`src/rtl/cpu_ctrl_pkg.sv`:
```
// Shared encodings for the hardwired control unit: FSM states, opcodes,
// datapath FunSel/select codes, the control word layout and field slicers.
package cpu_ctrl_pkg;

    typedef enum logic [2:0] {
        ST_INIT = 3'd0,
        ST_T0   = 3'd1,
        ST_T1   = 3'd2,
        ST_T2   = 3'd3,
        ST_T3   = 3'd4,
        ST_HALT = 3'd5
    } state_t;

    localparam logic [3:0] OP_NOP = 4'h0;
    localparam logic [3:0] OP_ADD = 4'h1;
    localparam logic [3:0] OP_SUB = 4'h2;
    localparam logic [3:0] OP_AND = 4'h3;
    localparam logic [3:0] OP_ORR = 4'h4;
    localparam logic [3:0] OP_XOR = 4'h5;
    localparam logic [3:0] OP_MOV = 4'h6;
    localparam logic [3:0] OP_INC = 4'h7;
    localparam logic [3:0] OP_DEC = 4'h8;
    localparam logic [3:0] OP_LDI = 4'h9;
    localparam logic [3:0] OP_BRA = 4'hA;
    localparam logic [3:0] OP_BEQ = 4'hB;
    localparam logic [3:0] OP_BNE = 4'hC;
    localparam logic [3:0] OP_LD  = 4'hD;
    localparam logic [3:0] OP_ST  = 4'hE;
    localparam logic [3:0] OP_HLT = 4'hF;

    // Register file: one-hot enables, active high (R1 in bit 0)
    localparam logic [3:0] RF_SEL_NONE = 4'b0000;
    localparam logic [3:0] RF_SEL_R1   = 4'b0001;
    localparam logic [3:0] RF_SEL_R2   = 4'b0010;
    localparam logic [3:0] RF_SEL_R3   = 4'b0100;
    localparam logic [3:0] RF_SEL_R4   = 4'b1000;
    localparam logic [3:0] RF_SEL_ALL  = 4'b1111;

    localparam logic [2:0] RF_OUT_R1 = 3'd0;
    localparam logic [2:0] RF_OUT_R2 = 3'd1;
    localparam logic [2:0] RF_OUT_R3 = 3'd2;
    localparam logic [2:0] RF_OUT_R4 = 3'd3;

    localparam logic [2:0] RF_FUN_DEC   = 3'd0;
    localparam logic [2:0] RF_FUN_INC   = 3'd1;
    localparam logic [2:0] RF_FUN_LOAD  = 3'd2;
    localparam logic [2:0] RF_FUN_CLR   = 3'd3;
    localparam logic [2:0] RF_FUN_LOADL = 3'd4;

    // Address register file
    localparam logic [2:0] ARF_SEL_NONE = 3'b000;
    localparam logic [2:0] ARF_SEL_SP   = 3'b001;
    localparam logic [2:0] ARF_SEL_AR   = 3'b010;
    localparam logic [2:0] ARF_SEL_PC   = 3'b100;
    localparam logic [2:0] ARF_SEL_ALL  = 3'b111;

    localparam logic [1:0] ARF_OUT_PC = 2'd0;
    localparam logic [1:0] ARF_OUT_SP = 2'd1;
    localparam logic [1:0] ARF_OUT_AR = 2'd2;

    localparam logic [1:0] ARF_FUN_DEC   = 2'd0;
    localparam logic [1:0] ARF_FUN_INC   = 2'd1;
    localparam logic [1:0] ARF_FUN_LOADL = 2'd2;
    localparam logic [1:0] ARF_FUN_CLR   = 2'd3;

    localparam logic [1:0] DR_FUN_CLR   = 2'd0;
    localparam logic [1:0] DR_FUN_LOADL = 2'd1;

    // ALU function codes
    localparam logic [4:0] ALU_IDLE   = 5'b00000;
    localparam logic [4:0] ALU_PASS_A = 5'b10000;
    localparam logic [4:0] ALU_ADD    = 5'b10100;
    localparam logic [4:0] ALU_SUB    = 5'b10110;
    localparam logic [4:0] ALU_AND    = 5'b10111;
    localparam logic [4:0] ALU_ORR    = 5'b11000;
    localparam logic [4:0] ALU_XOR    = 5'b11001;

    // Memory strobes (chip select is active low)
    localparam logic MEM_CS_ON   = 1'b0;
    localparam logic MEM_CS_OFF  = 1'b1;
    localparam logic MEM_WR_READ = 1'b0;
    localparam logic MEM_WR_WRITE = 1'b1;

    localparam logic IR_LH_LOW  = 1'b0;
    localparam logic IR_LH_HIGH = 1'b1;

    // Mux selects
    localparam logic [1:0] MUXA_ALU = 2'd0;
    localparam logic [1:0] MUXA_ARF = 2'd1;
    localparam logic [1:0] MUXA_DR  = 2'd2;
    localparam logic [1:0] MUXA_IR  = 2'd3;
    localparam logic [1:0] MUXB_ALU = 2'd0;
    localparam logic [1:0] MUXB_ARF = 2'd1;
    localparam logic [1:0] MUXB_DR  = 2'd2;
    localparam logic [1:0] MUXB_IR  = 2'd3;
    localparam logic [1:0] MUXC_DEF = 2'd0;
    localparam logic       MUXD_RF  = 1'b0;
    localparam logic       MUXD_ARF = 1'b1;

    typedef struct packed {
        logic [3:0] rf_regsel;
        logic [3:0] rf_scrsel;
        logic [2:0] rf_funsel;
        logic [2:0] rf_outasel;
        logic [2:0] rf_outbsel;
        logic       alu_wf;
        logic [4:0] alu_funsel;
        logic [2:0] arf_regsel;
        logic [1:0] arf_funsel;
        logic [1:0] arf_outcsel;
        logic [1:0] arf_outdsel;
        logic       dr_e;
        logic [1:0] dr_funsel;
        logic       mem_wr;
        logic       mem_cs;
        logic       ir_lh;
        logic       ir_write;
        logic [1:0] muxasel;
        logic [1:0] muxbsel;
        logic [1:0] muxcsel;
        logic       muxdsel;
    } ctrl_t;

    localparam int CTRL_W = $bits(ctrl_t);

    // Nothing enabled, memory deselected, every select at zero
    localparam ctrl_t CTRL_IDLE = '{
        rf_regsel:   RF_SEL_NONE,
        rf_scrsel:   RF_SEL_NONE,
        rf_funsel:   RF_FUN_DEC,
        rf_outasel:  RF_OUT_R1,
        rf_outbsel:  RF_OUT_R1,
        alu_wf:      1'b0,
        alu_funsel:  ALU_IDLE,
        arf_regsel:  ARF_SEL_NONE,
        arf_funsel:  ARF_FUN_DEC,
        arf_outcsel: ARF_OUT_PC,
        arf_outdsel: ARF_OUT_PC,
        dr_e:        1'b0,
        dr_funsel:   DR_FUN_CLR,
        mem_wr:      MEM_WR_READ,
        mem_cs:      MEM_CS_OFF,
        ir_lh:       IR_LH_LOW,
        ir_write:    1'b0,
        muxasel:     MUXA_ALU,
        muxbsel:     MUXB_ALU,
        muxcsel:     MUXC_DEF,
        muxdsel:     MUXD_RF
    };

    function automatic logic [3:0] f_op(input logic [15:0] ir);
        return ir[15:12];
    endfunction

    function automatic logic [2:0] f_dst(input logic [15:0] ir);
        return ir[11:9];
    endfunction

    function automatic logic [2:0] f_s1(input logic [15:0] ir);
        return ir[8:6];
    endfunction

    function automatic logic [2:0] f_s2(input logic [15:0] ir);
        return ir[5:3];
    endfunction

    function automatic logic [1:0] f_rsel(input logic [15:0] ir);
        return ir[9:8];
    endfunction

    function automatic logic [7:0] f_imm(input logic [15:0] ir);
        return ir[7:0];
    endfunction

    // Two-bit register index -> R1..R4 write enable
    function automatic logic [3:0] rf_sel_of(input logic [1:0] r);
        case (r)
            2'd0:    return RF_SEL_R1;
            2'd1:    return RF_SEL_R2;
            2'd2:    return RF_SEL_R3;
            default: return RF_SEL_R4;
        endcase
    endfunction

    // Two-bit register index -> R1..R4 read-port select
    function automatic logic [2:0] rf_out_of(input logic [1:0] r);
        case (r)
            2'd0:    return RF_OUT_R1;
            2'd1:    return RF_OUT_R2;
            2'd2:    return RF_OUT_R3;
            default: return RF_OUT_R4;
        endcase
    endfunction

endpackage

```
`src/rtl/cu_decoder.sv`:
```
// Instruction decoder: turns IR contents and flags into the control words
// used during the execute cycles T2 and T3 (T3 only matters for LD).
module cu_decoder
    import cpu_ctrl_pkg::*;
(
    input  logic [15:0]       ir,
    input  logic [3:0]        flags,
    output logic [CTRL_W-1:0] t2_word,
    output logic [CTRL_W-1:0] t3_word
);

    ctrl_t      t2_c;
    ctrl_t      t3_c;
    logic [3:0] op;
    logic [2:0] dst_f;
    logic [2:0] s1_f;
    logic [2:0] s2_f;
    logic [1:0] rsel_f;
    logic       z_flag;
    logic       unused_bits;

    assign op     = f_op(ir);
    assign dst_f  = f_dst(ir);
    assign s1_f   = f_s1(ir);
    assign s2_f   = f_s2(ir);
    assign rsel_f = f_rsel(ir);
    assign z_flag = flags[3];

    // Bit 2 of the register fields is reserved; only Z is consulted
    assign unused_bits = ^{dst_f[2], s1_f[2], s2_f[2], flags[2:0]};

    assign t2_word = t2_c;
    assign t3_word = t3_c;

    // Decode the opcode into the execute-cycle control words
    always_comb begin
        t2_c = CTRL_IDLE;
        t3_c = CTRL_IDLE;
        case (op)
            OP_ADD, OP_SUB, OP_AND, OP_ORR, OP_XOR, OP_MOV: begin
                t2_c.rf_outasel = rf_out_of(s1_f[1:0]);
                t2_c.rf_outbsel = rf_out_of(s2_f[1:0]);
                t2_c.muxdsel    = MUXD_RF;
                t2_c.muxasel    = MUXA_ALU;
                t2_c.rf_regsel  = rf_sel_of(dst_f[1:0]);
                t2_c.rf_funsel  = RF_FUN_LOAD;
                t2_c.alu_wf     = (op != OP_MOV);
                case (op)
                    OP_ADD:  t2_c.alu_funsel = ALU_ADD;
                    OP_SUB:  t2_c.alu_funsel = ALU_SUB;
                    OP_AND:  t2_c.alu_funsel = ALU_AND;
                    OP_ORR:  t2_c.alu_funsel = ALU_ORR;
                    OP_XOR:  t2_c.alu_funsel = ALU_XOR;
                    default: t2_c.alu_funsel = ALU_PASS_A;
                endcase
            end
            OP_INC, OP_DEC: begin
                t2_c.rf_regsel = rf_sel_of(dst_f[1:0]);
                t2_c.rf_funsel = (op == OP_INC) ? RF_FUN_INC : RF_FUN_DEC;
            end
            OP_LDI: begin
                t2_c.muxasel   = MUXA_IR;
                t2_c.rf_regsel = rf_sel_of(rsel_f);
                t2_c.rf_funsel = RF_FUN_LOADL;
            end
            OP_BRA, OP_BEQ, OP_BNE: begin
                // Conditional branches fall back to IDLE when not taken
                if ((op == OP_BRA) || ((op == OP_BEQ) && z_flag) || ((op == OP_BNE) && !z_flag)) begin
                    t2_c.muxbsel    = MUXB_IR;
                    t2_c.arf_regsel = ARF_SEL_PC;
                    t2_c.arf_funsel = ARF_FUN_LOADL;
                end
            end
            OP_LD: begin
                t2_c.arf_outdsel = ARF_OUT_AR;
                t2_c.mem_cs      = MEM_CS_ON;
                t2_c.mem_wr      = MEM_WR_READ;
                t2_c.dr_e        = 1'b1;
                t2_c.dr_funsel   = DR_FUN_LOADL;
                t3_c.muxasel     = MUXA_DR;
                t3_c.rf_regsel   = rf_sel_of(rsel_f);
                t3_c.rf_funsel   = RF_FUN_LOAD;
            end
            OP_ST: begin
                t2_c.rf_outasel  = rf_out_of(rsel_f);
                t2_c.muxdsel     = MUXD_RF;
                t2_c.alu_funsel  = ALU_PASS_A;
                t2_c.arf_outdsel = ARF_OUT_AR;
                t2_c.mem_cs      = MEM_CS_ON;
                t2_c.mem_wr      = MEM_WR_WRITE;
            end
            default: begin
                // NOP and HLT execute as IDLE
            end
        endcase
    end

endmodule

```
`src/rtl/cpu_control_unit.sv`:
```
// Hardwired sequencer for the bring-up datapath: two-byte fetch (T0,T1),
// execute in T2 (plus T3 for LD), one INIT cycle after reset, sticky HALT.
module cpu_control_unit
    import cpu_ctrl_pkg::*;
(
    input  logic        Clock,
    input  logic        Reset,
    input  logic [15:0] IROut,
    input  logic [3:0]  FlagsOut,
    output logic [3:0]  RF_RegSel,
    output logic [3:0]  RF_ScrSel,
    output logic [2:0]  RF_FunSel,
    output logic [2:0]  RF_OutASel,
    output logic [2:0]  RF_OutBSel,
    output logic        ALU_WF,
    output logic [4:0]  ALU_FunSel,
    output logic [2:0]  ARF_RegSel,
    output logic [1:0]  ARF_FunSel,
    output logic [1:0]  ARF_OutCSel,
    output logic [1:0]  ARF_OutDSel,
    output logic        DR_E,
    output logic [1:0]  DR_FunSel,
    output logic        Mem_WR,
    output logic        Mem_CS,
    output logic        IR_LH,
    output logic        IR_Write,
    output logic [1:0]  MuxASel,
    output logic [1:0]  MuxBSel,
    output logic [1:0]  MuxCSel,
    output logic        MuxDSel,
    output logic [2:0]  T_State,
    output logic        Halted
);

    state_t             state_q;
    state_t             state_d;
    logic [CTRL_W-1:0]  t2_word;
    logic [CTRL_W-1:0]  t3_word;
    ctrl_t              ctrl;
    logic [3:0]         op;

    assign op = f_op(IROut);

    cu_decoder u_decoder (
        .ir      (IROut),
        .flags   (FlagsOut),
        .t2_word (t2_word),
        .t3_word (t3_word)
    );

    // State register; reset forces INIT immediately
    always_ff @(posedge Clock or negedge Reset) begin
        if (!Reset) begin
            state_q <= ST_INIT;
        end else begin
            state_q <= state_d;
        end
    end

    // Next-state sequencing; only LD and HLT change the T2 successor
    always_comb begin
        state_d = state_q;
        case (state_q)
            ST_INIT: state_d = ST_T0;
            ST_T0:   state_d = ST_T1;
            ST_T1:   state_d = ST_T2;
            ST_T2: begin
                if (op == OP_LD) begin
                    state_d = ST_T3;
                end else if (op == OP_HLT) begin
                    state_d = ST_HALT;
                end else begin
                    state_d = ST_T0;
                end
            end
            ST_T3:   state_d = ST_T0;
            ST_HALT: state_d = ST_HALT;
            default: state_d = ST_INIT;
        endcase
    end

    // Control word per state; forced IDLE while reset is held low
    always_comb begin
        ctrl = CTRL_IDLE;
        if (Reset) begin
            case (state_q)
                ST_INIT: begin
                    ctrl.rf_regsel  = RF_SEL_ALL;
                    ctrl.rf_scrsel  = RF_SEL_ALL;
                    ctrl.rf_funsel  = RF_FUN_CLR;
                    ctrl.arf_regsel = ARF_SEL_ALL;
                    ctrl.arf_funsel = ARF_FUN_CLR;
                end
                ST_T0, ST_T1: begin
                    ctrl.arf_outdsel = ARF_OUT_PC;
                    ctrl.mem_cs      = MEM_CS_ON;
                    ctrl.mem_wr      = MEM_WR_READ;
                    ctrl.ir_lh       = (state_q == ST_T1) ? IR_LH_HIGH : IR_LH_LOW;
                    ctrl.ir_write    = 1'b1;
                    ctrl.arf_regsel  = ARF_SEL_PC;
                    ctrl.arf_funsel  = ARF_FUN_INC;
                end
                ST_T2:   ctrl = ctrl_t'(t2_word);
                ST_T3:   ctrl = ctrl_t'(t3_word);
                default: ctrl = CTRL_IDLE;
            endcase
        end
    end

    assign RF_RegSel   = ctrl.rf_regsel;
    assign RF_ScrSel   = ctrl.rf_scrsel;
    assign RF_FunSel   = ctrl.rf_funsel;
    assign RF_OutASel  = ctrl.rf_outasel;
    assign RF_OutBSel  = ctrl.rf_outbsel;
    assign ALU_WF      = ctrl.alu_wf;
    assign ALU_FunSel  = ctrl.alu_funsel;
    assign ARF_RegSel  = ctrl.arf_regsel;
    assign ARF_FunSel  = ctrl.arf_funsel;
    assign ARF_OutCSel = ctrl.arf_outcsel;
    assign ARF_OutDSel = ctrl.arf_outdsel;
    assign DR_E        = ctrl.dr_e;
    assign DR_FunSel   = ctrl.dr_funsel;
    assign Mem_WR      = ctrl.mem_wr;
    assign Mem_CS      = ctrl.mem_cs;
    assign IR_LH       = ctrl.ir_lh;
    assign IR_Write    = ctrl.ir_write;
    assign MuxASel     = ctrl.muxasel;
    assign MuxBSel     = ctrl.muxbsel;
    assign MuxCSel     = ctrl.muxcsel;
    assign MuxDSel     = ctrl.muxdsel;
    assign T_State     = state_q;
    assign Halted      = (state_q == ST_HALT);

endmodule

```
`config.mk`:
```
export PLATFORM = sky130hd
export DESIGN_NAME = cpu_control_unit
export DESIGN_NICKNAME = d
export VERILOG_FILES = /design/src/rtl/cpu_ctrl_pkg.sv /design/src/rtl/cu_decoder.sv /design/src/rtl/cpu_control_unit.sv
export SDC_FILE = /design/constraint.sdc
export NUM_CORES = 1
export LEC_CHECK = 0
export BUFFER_PORTS_ARGS = -buffer_cell sky130_fd_sc_hd__clkbuf_2
export CORE_ASPECT_RATIO = 0.8
export CORE_MARGIN = 8
export CORE_UTILIZATION = 38
export CTS_BUF_LIST = sky130_fd_sc_hd__clkbuf_16
export CTS_CLUSTER_DIAMETER = 40
export DETAILED_ROUTE_END_ITERATION = 8
export PLACE_DENSITY = 0.81
export SLEW_MARGIN = 20
export SYNTH_ARGS = -nofsm -noshare
export SYNTH_HDL_FRONTEND = slang
export SYNTH_SLANG_ARGS = --single-unit
```
`constraint.sdc`:
```
create_clock -name Clock -period 1.5 [get_ports Clock]
set_input_delay 0.15 -clock Clock [delete_from_list [all_inputs] [get_ports Clock]]
set_output_delay 0.15 -clock Clock [all_outputs]
set_load 0.02 [all_outputs]
```
-- Yosys cells after proc, flatten, opt, wreduce, memory -nomap -nowiden
Cells that the tools add are included.
- output and inout port bits: 50
- input bits: 22
- word-level logic and storage cells: 82
- flip-flop bits (word level): 3
- equal/unequal tests: 29
- muxes and demuxes: 35
- reductions and logical operators: 17
- operators by type and width (operator ; number):
    2-to-1 mux 46 bit ; 1
    case mux 11 bit (3 select lines) ; 1
    equality test 4 bit (second input constant) ; 8
    case mux 4 bit (3 select lines) ; 2
    case mux 4 bit (5 select lines) ; 1
    case mux 2 bit (3 select lines) ; 3
    equality test 4 x 3 -> 1 bit (second input constant) ; 4
    case mux 4 bit (2 select lines) ; 2
    2-to-1 mux 3 bit ; 5
    case mux 3 bit (5 select lines) ; 1
    case mux 5 bit (3 select lines) ; 1
    2-to-1 mux 2 bit ; 7
    case mux 7 bit (2 select lines) ; 1
    2-to-1 mux 12 bit ; 1
    2-to-1 mux 5 bit ; 2
    case mux 5 bit (2 select lines) ; 1
    case mux 3 bit (3 select lines) ; 1
    equality test 2 x 1 -> 1 bit (second input constant) ; 4
    equality test 2 bit (second input constant) ; 4
    equality test 4 x 2 -> 1 bit (second input constant) ; 2
    zero test 2 bit ; 4
    case mux 2 bit (2 select lines) ; 2
    OR reduction 2 bit ; 4
    OR reduction 8 bit ; 1
    13 further kinds ; 18

-- Depth between registers and ports, before layout
Gate-level depths: netlist of the first run.
- word-level depth: 8
- gate-level depth with buffers: 6
- gate-level depth less buffers: 4

-- By module
From an unflattened synthesis of the first run, not the netlist that was laid out.
- cells, all modules: 269
- area total of the unflattened synthesis: 1816.7 sq um
- by module, submodules not included (module ; area each (sq um) ; instances ; seq. area each (sq um) ; cells each):
    cpu_control_unit ; 969.7 ; 1 ; 75.1 ; 153
    cu_decoder ; 847.1 ; 1 ; 0.0 ; 116

-- Worst setup path after synthesis of the first run
Ideal clock, no wire load.
- kind: register to output
- start: reg state_q[0], in the netlist T_State[0]
- end: out ALU_FunSel[0]
- cell stages (with the launch flop): 6
- data arrival time: 1.879 ns
- path buffers: 1
- slack: -0.529 ns
- required time: 1.350 ns
- cell sequence: dfrtp_1 -> buf_2 -> nor4bb_1 -> and3_4 -> nand2_1 -> nor4_1
- cells in the longest elaborated chain, start to end: 3
- ends and longest elaborated chain (what ; RTL line ; source):
    start, declared ; cpu_control_unit.sv:35 ; state_t state_q;
    start signal, assigned ; cpu_control_unit.sv:56 ; state_q <= state_d;
    equality test 3 x 2 -> 1 bit ; cpu_control_unit.sv:86 ; case (state_q)
    2-to-1 mux 12 bit ; cpu_control_unit.sv:86 ;
    2-to-1 mux 46 bit ; cpu_control_unit.sv:85 ; if (Reset) begin
    end, declared ; cpu_control_unit.sv:16 ; output logic [4:0] ALU_FunSel,
Every way passes these cells.

-- Worst setup path after layout of the first run
- start: reg state_q[2], in the netlist T_State[2]
- end: out ARF_OutDSel[1]
- cells in the longest elaborated chain, start to end: 3
- ends and longest elaborated chain (what ; RTL line ; source):
    equality test 3 x 2 -> 1 bit ; cpu_control_unit.sv:86 ;
    2-to-1 mux 2 bit ; cpu_control_unit.sv:86 ;
    2-to-1 mux 46 bit ; cpu_control_unit.sv:85 ;
    end, declared ; cpu_control_unit.sv:20 ; output logic [1:0] ARF_OutDSel,
Every way passes these cells.

==> flow_results.xml, run 1 <==
<?xml version="1.0" encoding="UTF-8"?>
<metrics>
  <group name="outcome">
    <metric name="status" unit="">finished, violations left</metric>
    <metric name="violated_checks" unit="">setup timing</metric>
  </group>
  <group name="synthesis">
    <metric name="cell_area_after_synthesis" unit="um^2">820</metric>
    <metric name="post_synth_mux_area_share" unit="">0.0137</metric>
    <metric name="main_combinational_cell_family_by_area_after_synthesis" unit="">simple AND/OR/NAND/NOR gates</metric>
    <metric name="post_synth_xor_area_fraction" unit="">0.0427</metric>
    <metric name="biggest_area_contributors_in_the_synthesized_netlist" unit="">sky130_fd_sc_hd__buf_4 15%, sky130_fd_sc_hd__dfrtp_1 9.2%, sky130_fd_sc_hd__nor2_1 6.9%, sky130_fd_sc_hd__o21ai_0 6.1%, sky130_fd_sc_hd__a22o_1 4.3%</metric>
    <metric name="synth_compound_gate_area_share" unit="">0.238</metric>
    <metric name="ys_ff_latch" unit="">3</metric>
    <metric name="synth.largest_area_cell" unit="">sky130_fd_sc_hd__buf_4</metric>
    <metric name="synth_adder_area_share" unit="">0</metric>
    <metric name="synthCells" unit="">121</metric>
    <metric name="synthDistinctLibCells" unit="">43</metric>
    <metric name="synth.yosys.seq_area_share" unit="">0.0916</metric>
    <metric name="post_synth_and_or_nand_nor_area_fraction" unit="">0.374</metric>
    <metric name="yosysWarnings" unit="">0</metric>
    <metric name="synth_largest_type_area_fraction" unit="">0.147</metric>
    <metric name="avgSynthCellArea" unit="um^2">6.77</metric>
  </group>
  <group name="route">
    <metric name="router_iterations_before_antenna_repair" unit="">5</metric>
    <metric name="antenna_violating_nets_remaining" unit="">0</metric>
    <metric name="finalWirelength" unit="mm">5.24</metric>
    <metric name="vias" unit="">1349</metric>
    <metric name="via_per_inst" unit="">5.89</metric>
    <metric name="detail_route.drc_violations" unit="">0</metric>
    <metric name="dr_iter_0_viols" unit="">91</metric>
    <metric name="routed_wire_length_per_instance" unit="um">22.9</metric>
  </group>
  <group name="power_and_ir_drop">
    <metric name="pwr-share-seq" unit="">0.117</metric>
    <metric name="static-leakage-power" unit="uW">0.000941</metric>
    <metric name="int_pwr" unit="uW">501</metric>
    <metric name="p_per_area" unit="nW/um^2">348</metric>
    <metric name="clock_share_of_power" unit="">0.595</metric>
    <metric name="totalPowerFinal" unit="uW">699</metric>
    <metric name="vdd.ir_drop.worst" unit="uV">841</metric>
    <metric name="switching_power_of_the_nets" unit="uW">197</metric>
    <metric name="swShare" unit="">0.282</metric>
    <metric name="combPwrFrac" unit="">0.288</metric>
  </group>
  <group name="setup_path">
    <metric name="endpoint_kind" unit="">output port</metric>
    <metric name="crit_required" unit="ns">1.35</metric>
    <metric name="timing.critical_path.arrival" unit="ns">1.86</metric>
    <metric name="critPathLaunchType" unit="">register</metric>
    <metric name="cpLargestDelayFamily" unit="">simple AND/OR/NAND/NOR gates</metric>
    <metric name="cp_cell_sequence" unit="">buf_6 -&gt; nor2b_4 -&gt; nand3_4 -&gt; nor4b_4 -&gt; or2_2 -&gt; clkbuf_2</metric>
    <metric name="setup.worst_path.class" unit="">reg2out</metric>
    <metric name="cp.buffers_inverters" unit="">2</metric>
    <metric name="critical_path.max_stage_delay" unit="ns">0.43</metric>
    <metric name="critical_path_peak_fanout" unit="">5</metric>
    <metric name="timing.critical_path.slowest_stage_cell" unit="">sky130_fd_sc_hd__dfrtp_2</metric>
  </group>
  <group name="timing">
    <metric name="min_period_over_period" unit="">1.34</metric>
    <metric name="final_hold_viol_count" unit="">0</metric>
    <metric name="timing.final.ws_setup" unit="ns">-0.508</metric>
    <metric name="grt_setup_unrepaired" unit="">yes</metric>
    <metric name="max_freq" unit="GHz">0.498</metric>
    <metric name="finalSetupViolations" unit="">35</metric>
    <metric name="drv_slew" unit="">0</metric>
    <metric name="final.setup_skew" unit="ns">0.00215</metric>
    <metric name="post-route-min-period" unit="ns">2.01</metric>
    <metric name="final.setup.tns" unit="ns">-8.81</metric>
  </group>
  <group name="finish">
    <metric name="design.final.nets" unit="">227</metric>
    <metric name="layout.cells.most_common" unit="">sky130_fd_sc_hd__buf_4</metric>
    <metric name="final_layout_size_suffix_gt1_frac" unit="">0.706</metric>
    <metric name="final_cell_mix" unit="">30 x sky130_fd_sc_hd__buf_4, 16 x sky130_fd_sc_hd__clkbuf_2, 16 x sky130_fd_sc_hd__clkbuf_8</metric>
    <metric name="footprint_of_the_multi_input_gates" unit="um^2">853</metric>
    <metric name="syn_to_final_growth" unit="%">145</metric>
    <metric name="n_antenna_cell" unit="">0</metric>
    <metric name="largest_register_ffs" unit="">3</metric>
    <metric name="num-fill-cells" unit="">57</metric>
    <metric name="finish.utilization" unit="">0.955</metric>
    <metric name="ff_latch_area" unit="um^2">78.8</metric>
    <metric name="finalInstanceArea" unit="um^2">2010</metric>
  </group>
  <group name="global_route">
    <metric name="initial_antenna_violation_count" unit="">0</metric>
    <metric name="number_of_global_route_vias_before_repair" unit="">1280</metric>
    <metric name="grt_first_pass_wirelength" unit="mm">5.93</metric>
    <metric name="grt_max_degree" unit="">11</metric>
    <metric name="grt_overflow" unit="">0</metric>
    <metric name="grt_usage" unit="">0.191</metric>
  </group>
  <group name="die">
    <metric name="design.portCount" unit="">72</metric>
    <metric name="fp-row-count" unit="">15</metric>
    <metric name="die-width" unit="um">67.9</metric>
    <metric name="die_area" unit="um^2">3910</metric>
    <metric name="initial_utilization" unit="">0.390</metric>
    <metric name="chipHeight" unit="um">57.5</metric>
    <metric name="placeable_core_area" unit="um^2">2100</metric>
  </group>
  <group name="cts">
    <metric name="clk_pin_slew_worst_paths" unit="ns">0.03</metric>
    <metric name="clk_latency" unit="ns">0.22</metric>
    <metric name="cts_num_sinks" unit="">3</metric>
    <metric name="cts_tree" unit="">yes</metric>
    <metric name="cts_buffers" unit="">3</metric>
    <metric name="number_of_levels_in_the_clock_h_tree" unit="">1</metric>
    <metric name="ctsRootBufferMaster" unit="">sky130_fd_sc_hd__clkbuf_16</metric>
    <metric name="clk_path_buf_depth" unit="">2</metric>
  </group>
  <group name="placed_design">
    <metric name="routabilityCongestion" unit="">0.883</metric>
    <metric name="place_area" unit="um^2">1290</metric>
    <metric name="final_hpwl_from_detailed_placement" unit="mm">2.59</metric>
    <metric name="placement.io_buffers" unit="">54</metric>
  </group>
  <group name="job">
    <metric name="cap_violations" unit="">0</metric>
  </group>
  <group name="hold_path">
    <metric name="holdCritPathClass" unit="">in2async</metric>
  </group>
</metrics>
-- cell usage after synthesis (all sizes together) --
library cell and n:
a31oi 1, buf 22, o32ai 2, mux2 1, nand2 8, a41oi 1, dfrtp 3, nand3 2
a22o 4, nand4 1, o21ai 10, nor3b 2, or3 2, o31ai 1, o21a 1, or4 1
nor4 1, nor4bb 1, nor2b 3, a32oi 1, inv 7, clkbuf 2, and2 2, nor4b 1
a21oi 4, nor3 1, a32o 2, and3 5, xnor2 4, o22ai 2, nor2 15, conb 1
or2 2, nand2b 4, nand4b 1
-- final cells by class --
class,instances,area share
sequential,3,0.0393
inverter,7,0.0206
timing repair buffer,95,0.460
clock inverter,1,0.00187
tap,25,0.0156
multi-input combinational,95,0.425
clock buffer,3,0.0374
-- repair_timing --
| action | CTS | global route |
|---|---|---|
| setup buffers | 4 | 9 |
| pin swaps | 15 | 11 |
| resized for setup | 89 | 63 |
| hold endpoints to repair | 3 | 1 |
| setup endpoints to repair | 36 | 38 |
| hold buffers | 1 | 1 |
-- worst min-delay path, delay by kind of cell --
kind	cells	cell delay, ns
buf+inv	3	0.54
-- worst paths after layout --
check / end / from / cells after the start / slack (ns)
max: ARF_OutDSel[1] / T_State[2] / 6 / -0.51
max in group asynchronous: T_State[1] / Reset / 3 / 0.80
min in group Clock: T_State[2] / IROut[12] / 5 / 0.50
max reg2reg: T_State[0] / T_State[0] / 5 / 0.32
min: T_State[0] / Reset / 3 / 0.14
min reg2reg: T_State[1] / T_State[2] / 3 / 0.76
-- routing by layer --
layer / wire (um) / global-route usage / vias to the layer above
li1: - / - / 573
met1: 1900 / 0.209 / 636
met2: 2590 / 0.345 / 119
met3: 509 / 0.0332 / 21
met4: 244 / 0.0758 / 0
met5: 0 / 0 / -
-- kinds of logic after synthesis --
family          Yosys count
simple gates             52
flops                     3
buf+inv                  31
compound gates           29
mux                       1
other cells               1
xor+xnor                  4
-- power groups by stage --
stage               logic [uW]  registers [uW]  clock network [uW]
floorplan                  106            82.4                   0
global placement           145            82.4                   0
detailed placement         151            82.4                   0
CTS                        162            81.5                 430
global route               213            81.4                 430
finish                     201            81.5                 416
-- metrics by stage --
stage,hold slack (ns),instances,worst slack (ns)
4_1_cts,0.291,221,-0.327
3_3_place_gp,-0.0478,212,-0.135
5_1_grt,0.146,229,-0.474
3_5_place_dp,-0.0454,212,-0.176
6_report,0.138,229,-0.508
2_1_floorplan,-0.146,129,-0.196
(Power assumes the default switching activity.)
==> run 2: changes to the inputs <==
--- a/config.mk
+++ b/config.mk
@@ -13,6 +13,7 @@
 export CTS_CLUSTER_DIAMETER = 40
 export DETAILED_ROUTE_END_ITERATION = 8
 export PLACE_DENSITY = 0.81
+export SETUP_SLACK_MARGIN = 0.05
 export SLEW_MARGIN = 20
 export SYNTH_ARGS = -nofsm -noshare
 export SYNTH_HDL_FRONTEND = slang
==> run 2 against run 1 <==
Against the previous run:
- the flow now stops in 5_1_grt
- synthesized cell count unchanged
- area after synthesis unchanged
==> flow_results.xml, run 2 <==
<?xml version="1.0" encoding="UTF-8"?>
<metrics>
  <group name="synthesis">
    <metric name="main_combinational_cell_family_by_area_after_synthesis" unit="">simple AND/OR/NAND/NOR gates</metric>
    <metric name="synthDistinctLibCells" unit="">43</metric>
    <metric name="synth.yosys.seq_area_share" unit="">0.0916</metric>
    <metric name="post_synth_and_or_nand_nor_area_fraction" unit="">0.374</metric>
    <metric name="synth_adder_area_share" unit="">0</metric>
    <metric name="ys.flop_type" unit="">sky130_fd_sc_hd__dfrtp_1</metric>
    <metric name="synthCells" unit="">121</metric>
    <metric name="biggest_area_contributors_in_the_synthesized_netlist" unit="">sky130_fd_sc_hd__buf_4 15%, sky130_fd_sc_hd__dfrtp_1 9.2%, sky130_fd_sc_hd__nor2_1 6.9%, sky130_fd_sc_hd__o21ai_0 6.1%, sky130_fd_sc_hd__a22o_1 4.3%</metric>
    <metric name="yosysMostFrequentCell" unit="">sky130_fd_sc_hd__buf_4</metric>
    <metric name="synth-edff-count" unit="">0</metric>
    <metric name="yosysWarnings" unit="">0</metric>
    <metric name="post_synth_xor_area_fraction" unit="">0.0427</metric>
    <metric name="synth_largest_type_area_fraction" unit="">0.147</metric>
    <metric name="cell_area_after_synthesis" unit="um^2">820</metric>
    <metric name="synth.largest_area_cell" unit="">sky130_fd_sc_hd__buf_4</metric>
    <metric name="ys_top_cells_by_count" unit="">16 x sky130_fd_sc_hd__buf_4, 15 x sky130_fd_sc_hd__nor2_1, 10 x sky130_fd_sc_hd__o21ai_0, 8 x sky130_fd_sc_hd__nand2_1, 6 x sky130_fd_sc_hd__inv_1</metric>
    <metric name="synth_compound_gate_area_share" unit="">0.238</metric>
    <metric name="post_synth_mux_area_share" unit="">0.0137</metric>
    <metric name="ys_ff_latch" unit="">3</metric>
    <metric name="avgSynthCellArea" unit="um^2">6.77</metric>
    <metric name="async_flop_share" unit="">1.00</metric>
  </group>
  <group name="outcome">
    <metric name="last-stage-reached" unit="">5_1_grt</metric>
    <metric name="run.stop_error" unit="">[ERROR DPL-0033] detailed placement checks failed during check placement.</metric>
    <metric name="status" unit="">aborted with a tool error</metric>
  </group>
  <group name="die">
    <metric name="fp-row-count" unit="">15</metric>
    <metric name="initial_utilization" unit="">0.390</metric>
    <metric name="design.portCount" unit="">72</metric>
    <metric name="chipHeight" unit="um">57.5</metric>
    <metric name="die-width" unit="um">67.9</metric>
  </group>
  <group name="cts">
    <metric name="number_of_levels_in_the_clock_h_tree" unit="">1</metric>
    <metric name="clk_path_buf_depth" unit="">2</metric>
    <metric name="cts_num_sinks" unit="">3</metric>
    <metric name="cts_buffers" unit="">3</metric>
    <metric name="ctsRootBufferMaster" unit="">sky130_fd_sc_hd__clkbuf_16</metric>
  </group>
  <group name="placed_design">
    <metric name="routabilityCongestion" unit="">0.852</metric>
    <metric name="placedCellCount" unit="">212</metric>
    <metric name="place_area" unit="um^2">1330</metric>
    <metric name="final_hpwl_from_detailed_placement" unit="mm">2.59</metric>
    <metric name="pre_cts_slack" unit="ns">-0.199</metric>
    <metric name="placement.io_buffers" unit="">54</metric>
  </group>
  <group name="timing">
    <metric name="endpoint_type" unit="">primary output</metric>
    <metric name="worst_endpoint" unit="">RF_OutASel[1]</metric>
  </group>
  <group name="global_route">
    <metric name="initial_antenna_violation_count" unit="">0</metric>
    <metric name="grt_max_degree" unit="">10</metric>
  </group>
</metrics>
==> run 2: logic make-up after synthesis <==
kind of cell / Yosys count
DFF: 3
buffers and inverters: 31
AOI/OAI and AO/OA: 29
xor gates and xnor gates: 4
muxes: 1
other: 1
and+or+nand+nor: 52
==> run 2: through the flow <==
stage / setup TNS (ns) / utilization / hold WS [ns]
after floorplan: -0.934 / - / -0.146
after global placement: -0.869 / 0.632 / -0.0319
after detailed placement: -1.37 / 0.632 / -0.0306
after CTS: -4.67 / 0.915 / 0.359
==> run 2: repair_timing <==
item | 4_1_cts
hold buffers | 1
hold endpoints to repair | 3
pin swaps | 28
endpoints found under the setup margin | 37
buffers inserted | 2
gates resized for setup | 117
==> run 3: changes to the inputs <==
--- a/config.mk
+++ b/config.mk
@@ -6,14 +6,10 @@
 export NUM_CORES = 1
 export LEC_CHECK = 0
 export BUFFER_PORTS_ARGS = -buffer_cell sky130_fd_sc_hd__clkbuf_2
-export CORE_ASPECT_RATIO = 0.8
-export CORE_MARGIN = 8
-export CORE_UTILIZATION = 38
-export CTS_BUF_LIST = sky130_fd_sc_hd__clkbuf_16
-export CTS_CLUSTER_DIAMETER = 40
+export CORE_AREA = 8 8 69 71
 export DETAILED_ROUTE_END_ITERATION = 8
-export PLACE_DENSITY = 0.81
-export SETUP_SLACK_MARGIN = 0.05
+export DIE_AREA = 0 0 77 79
+export PLACE_DENSITY_LB_ADDON = 0.15
 export SLEW_MARGIN = 20
 export SYNTH_ARGS = -nofsm -noshare
 export SYNTH_HDL_FRONTEND = slang
==> run 3 against run 2 <==
Against the previous run:
- the flow now finishes, with violations (setup timing)
==> flow_results.xml, run 3 (synthesis results as in run 1) <==
<?xml version="1.0" encoding="UTF-8"?>
<metrics>
  <group name="cts">
    <metric name="cts_buffers" unit="">3</metric>
    <metric name="cts_num_sinks" unit="">3</metric>
    <metric name="clk_latency" unit="ns">0.22</metric>
    <metric name="number_of_levels_in_the_clock_h_tree" unit="">1</metric>
    <metric name="clk_pin_slew_worst_paths" unit="ns">0.03</metric>
    <metric name="cts_tree" unit="">yes</metric>
    <metric name="clk_path_buf_depth" unit="">2</metric>
    <metric name="ctsRootBufferMaster" unit="">sky130_fd_sc_hd__clkbuf_8</metric>
  </group>
  <group name="placed_design">
    <metric name="placement.io_buffers" unit="">54</metric>
    <metric name="final_hpwl_from_detailed_placement" unit="mm">2.84</metric>
    <metric name="routabilityCongestion" unit="">0.780</metric>
    <metric name="pre_cts_slack" unit="ns">-0.194</metric>
    <metric name="place_area" unit="um^2">1330</metric>
  </group>
  <group name="finish">
    <metric name="final_layout_size_suffix_gt1_frac" unit="">0.683</metric>
    <metric name="largest_register_ffs" unit="">3</metric>
    <metric name="finalInstanceArea" unit="um^2">1920</metric>
    <metric name="syn_to_final_growth" unit="%">135</metric>
    <metric name="footprint_of_the_multi_input_gates" unit="um^2">827</metric>
    <metric name="ff_latch_area" unit="um^2">78.8</metric>
    <metric name="layout.cells.most_common" unit="">sky130_fd_sc_hd__buf_4</metric>
    <metric name="n_antenna_cell" unit="">0</metric>
    <metric name="design.final.nets" unit="">222</metric>
    <metric name="num-fill-cells" unit="">396</metric>
    <metric name="final_cell_mix" unit="">34 x sky130_fd_sc_hd__buf_4, 18 x sky130_fd_sc_hd__clkbuf_8, 17 x sky130_fd_sc_hd__clkbuf_2</metric>
  </group>
  <group name="die">
    <metric name="design.portCount" unit="">72</metric>
    <metric name="fp-row-count" unit="">23</metric>
    <metric name="chipHeight" unit="um">79</metric>
    <metric name="initial_utilization" unit="">0.216</metric>
    <metric name="die_area" unit="um^2">6080</metric>
    <metric name="die-width" unit="um">77</metric>
    <metric name="placeable_core_area" unit="um^2">3800</metric>
  </group>
  <group name="global_route">
    <metric name="initial_antenna_violation_count" unit="">0</metric>
    <metric name="grt_usage" unit="">0.110</metric>
    <metric name="grt_overflow" unit="">0</metric>
    <metric name="grt_first_pass_wirelength" unit="mm">5.58</metric>
    <metric name="number_of_global_route_vias_before_repair" unit="">1163</metric>
    <metric name="grt_max_degree" unit="">12</metric>
  </group>
  <group name="setup_path">
    <metric name="crit_required" unit="ns">1.35</metric>
    <metric name="setup.worst_path.class" unit="">reg2out</metric>
    <metric name="critPathLaunchType" unit="">register</metric>
    <metric name="critical_path_peak_fanout" unit="">5</metric>
    <metric name="worst_case_register_to_register_setup_slack" unit="ns">0.37</metric>
    <metric name="timing.critical_path.arrival" unit="ns">1.67</metric>
    <metric name="endpoint_kind" unit="">output port</metric>
  </group>
  <group name="timing">
    <metric name="grt_setup_unrepaired" unit="">yes</metric>
    <metric name="max_freq" unit="GHz">0.549</metric>
    <metric name="min_period_over_period" unit="">1.21</metric>
    <metric name="timing.final.ws_setup" unit="ns">-0.320</metric>
    <metric name="post-route-min-period" unit="ns">1.82</metric>
    <metric name="final_hold_viol_count" unit="">0</metric>
    <metric name="final.setup.tns" unit="ns">-6.12</metric>
    <metric name="drv_slew" unit="">0</metric>
    <metric name="final.setup_skew" unit="ns">0.00264</metric>
    <metric name="fin_hold_ws" unit="ns">0.450</metric>
    <metric name="finalSetupViolations" unit="">35</metric>
  </group>
  <group name="power_and_ir_drop">
    <metric name="int_pwr" unit="uW">334</metric>
    <metric name="vdd.ir_drop.worst" unit="uV">280</metric>
    <metric name="clock_share_of_power" unit="">0.481</metric>
    <metric name="combPwrFrac" unit="">0.354</metric>
    <metric name="switching_power_of_the_nets" unit="uW">160</metric>
    <metric name="swShare" unit="">0.324</metric>
    <metric name="totalPowerFinal" unit="uW">494</metric>
    <metric name="pwr-share-seq" unit="">0.165</metric>
    <metric name="static-leakage-power" unit="uW">0.000874</metric>
    <metric name="p_per_area" unit="nW/um^2">257</metric>
  </group>
  <group name="hold_path">
    <metric name="holdCritPathClass" unit="">in2async</metric>
  </group>
  <group name="job">
    <metric name="cap_violations" unit="">0</metric>
  </group>
  <group name="route">
    <metric name="dr_iter_0_viols" unit="">17</metric>
    <metric name="routed_wire_length_per_instance" unit="um">14.5</metric>
    <metric name="router_iterations_before_antenna_repair" unit="">4</metric>
    <metric name="antenna_violating_nets_remaining" unit="">0</metric>
    <metric name="vias" unit="">1115</metric>
    <metric name="finalWirelength" unit="mm">3.62</metric>
    <metric name="via_per_inst" unit="">4.48</metric>
    <metric name="detail_route.drc_violations" unit="">0</metric>
  </group>
  <group name="outcome">
    <metric name="status" unit="">finished, violations left</metric>
    <metric name="violated_checks" unit="">setup timing</metric>
  </group>
</metrics>
run 3: cell type report:
cell class | instances | share of cell area
Multi-Input combinational cell | 95 | 0.430
Clock buffer | 4 | 0.0234
Sequential cell | 3 | 0.0410
Inverter | 7 | 0.0215
Tap cell | 50 | 0.0325
Timing Repair Buffer | 90 | 0.452
run 3: power groups by stage:
stage                     combinational [uW]  sequential, uW  clock, uW
after detailed placement                 156            82.4          0
final                                    175            81.5        237
after global routing                     188            81.4        246
after floorplan                          106            82.4          0
after CTS                                172            81.5        243
after global placement                   153            82.4          0
run 3: routing by layer:
| metal | up-vias | GRT usage | routed length, um |
|---|---|---|---|
| met4 | 0 | 0.0283 | 25 |
| met2 | 29 | 0.218 | 2010 |
| met5 | - | 0 | 0 |
| met1 | 525 | 0.110 | 1400 |
| li1 | 558 | - | - |
| met3 | 3 | 0.0293 | 184 |
run 3: per-stage QoR:
step	instances	utilization
global route	249	0.506
floorplan	129	-
global placement	238	0.349
detailed placement	238	0.349
CTS	246	0.475
finish	249	0.506
run 3: worst paths after layout:
| check | start | endpoint | cells past startpoint |
|---|---|---|---|
| min in group Clock | IROut[15] | T_State[2] | 5 |
| max reg2reg | T_State[0] | T_State[0] | 5 |
| max | T_State[2] | RF_OutASel[1] | 7 |
| max in group asynchronous | Reset | T_State[1] | 3 |
| min reg2reg | T_State[2] | T_State[1] | 2 |
| min | Reset | T_State[2] | 3 |
run 3: worst max-delay path: stages (launching register included):
cell and delay [ns]:
sky130_fd_sc_hd__dfrtp_2 0.42, sky130_fd_sc_hd__buf_4 0.15, sky130_fd_sc_hd__nor2b_4 0.13, sky130_fd_sc_hd__nand3_4 0.10, sky130_fd_sc_hd__nor4b_4 0.21, sky130_fd_sc_hd__buf_4 0.17, sky130_fd_sc_hd__a22o_1 0.13, sky130_fd_sc_hd__clkbuf_8 0.14
run 3: repair_timing:
item                                    CTS  global route
gates cloned                              0             0
gates resized for setup                 100            41
hold endpoints to repair                  3             0
buffers inserted                          3             3
endpoints found under the setup margin   36            36
pin swaps                                17             6
hold buffers                              1             0
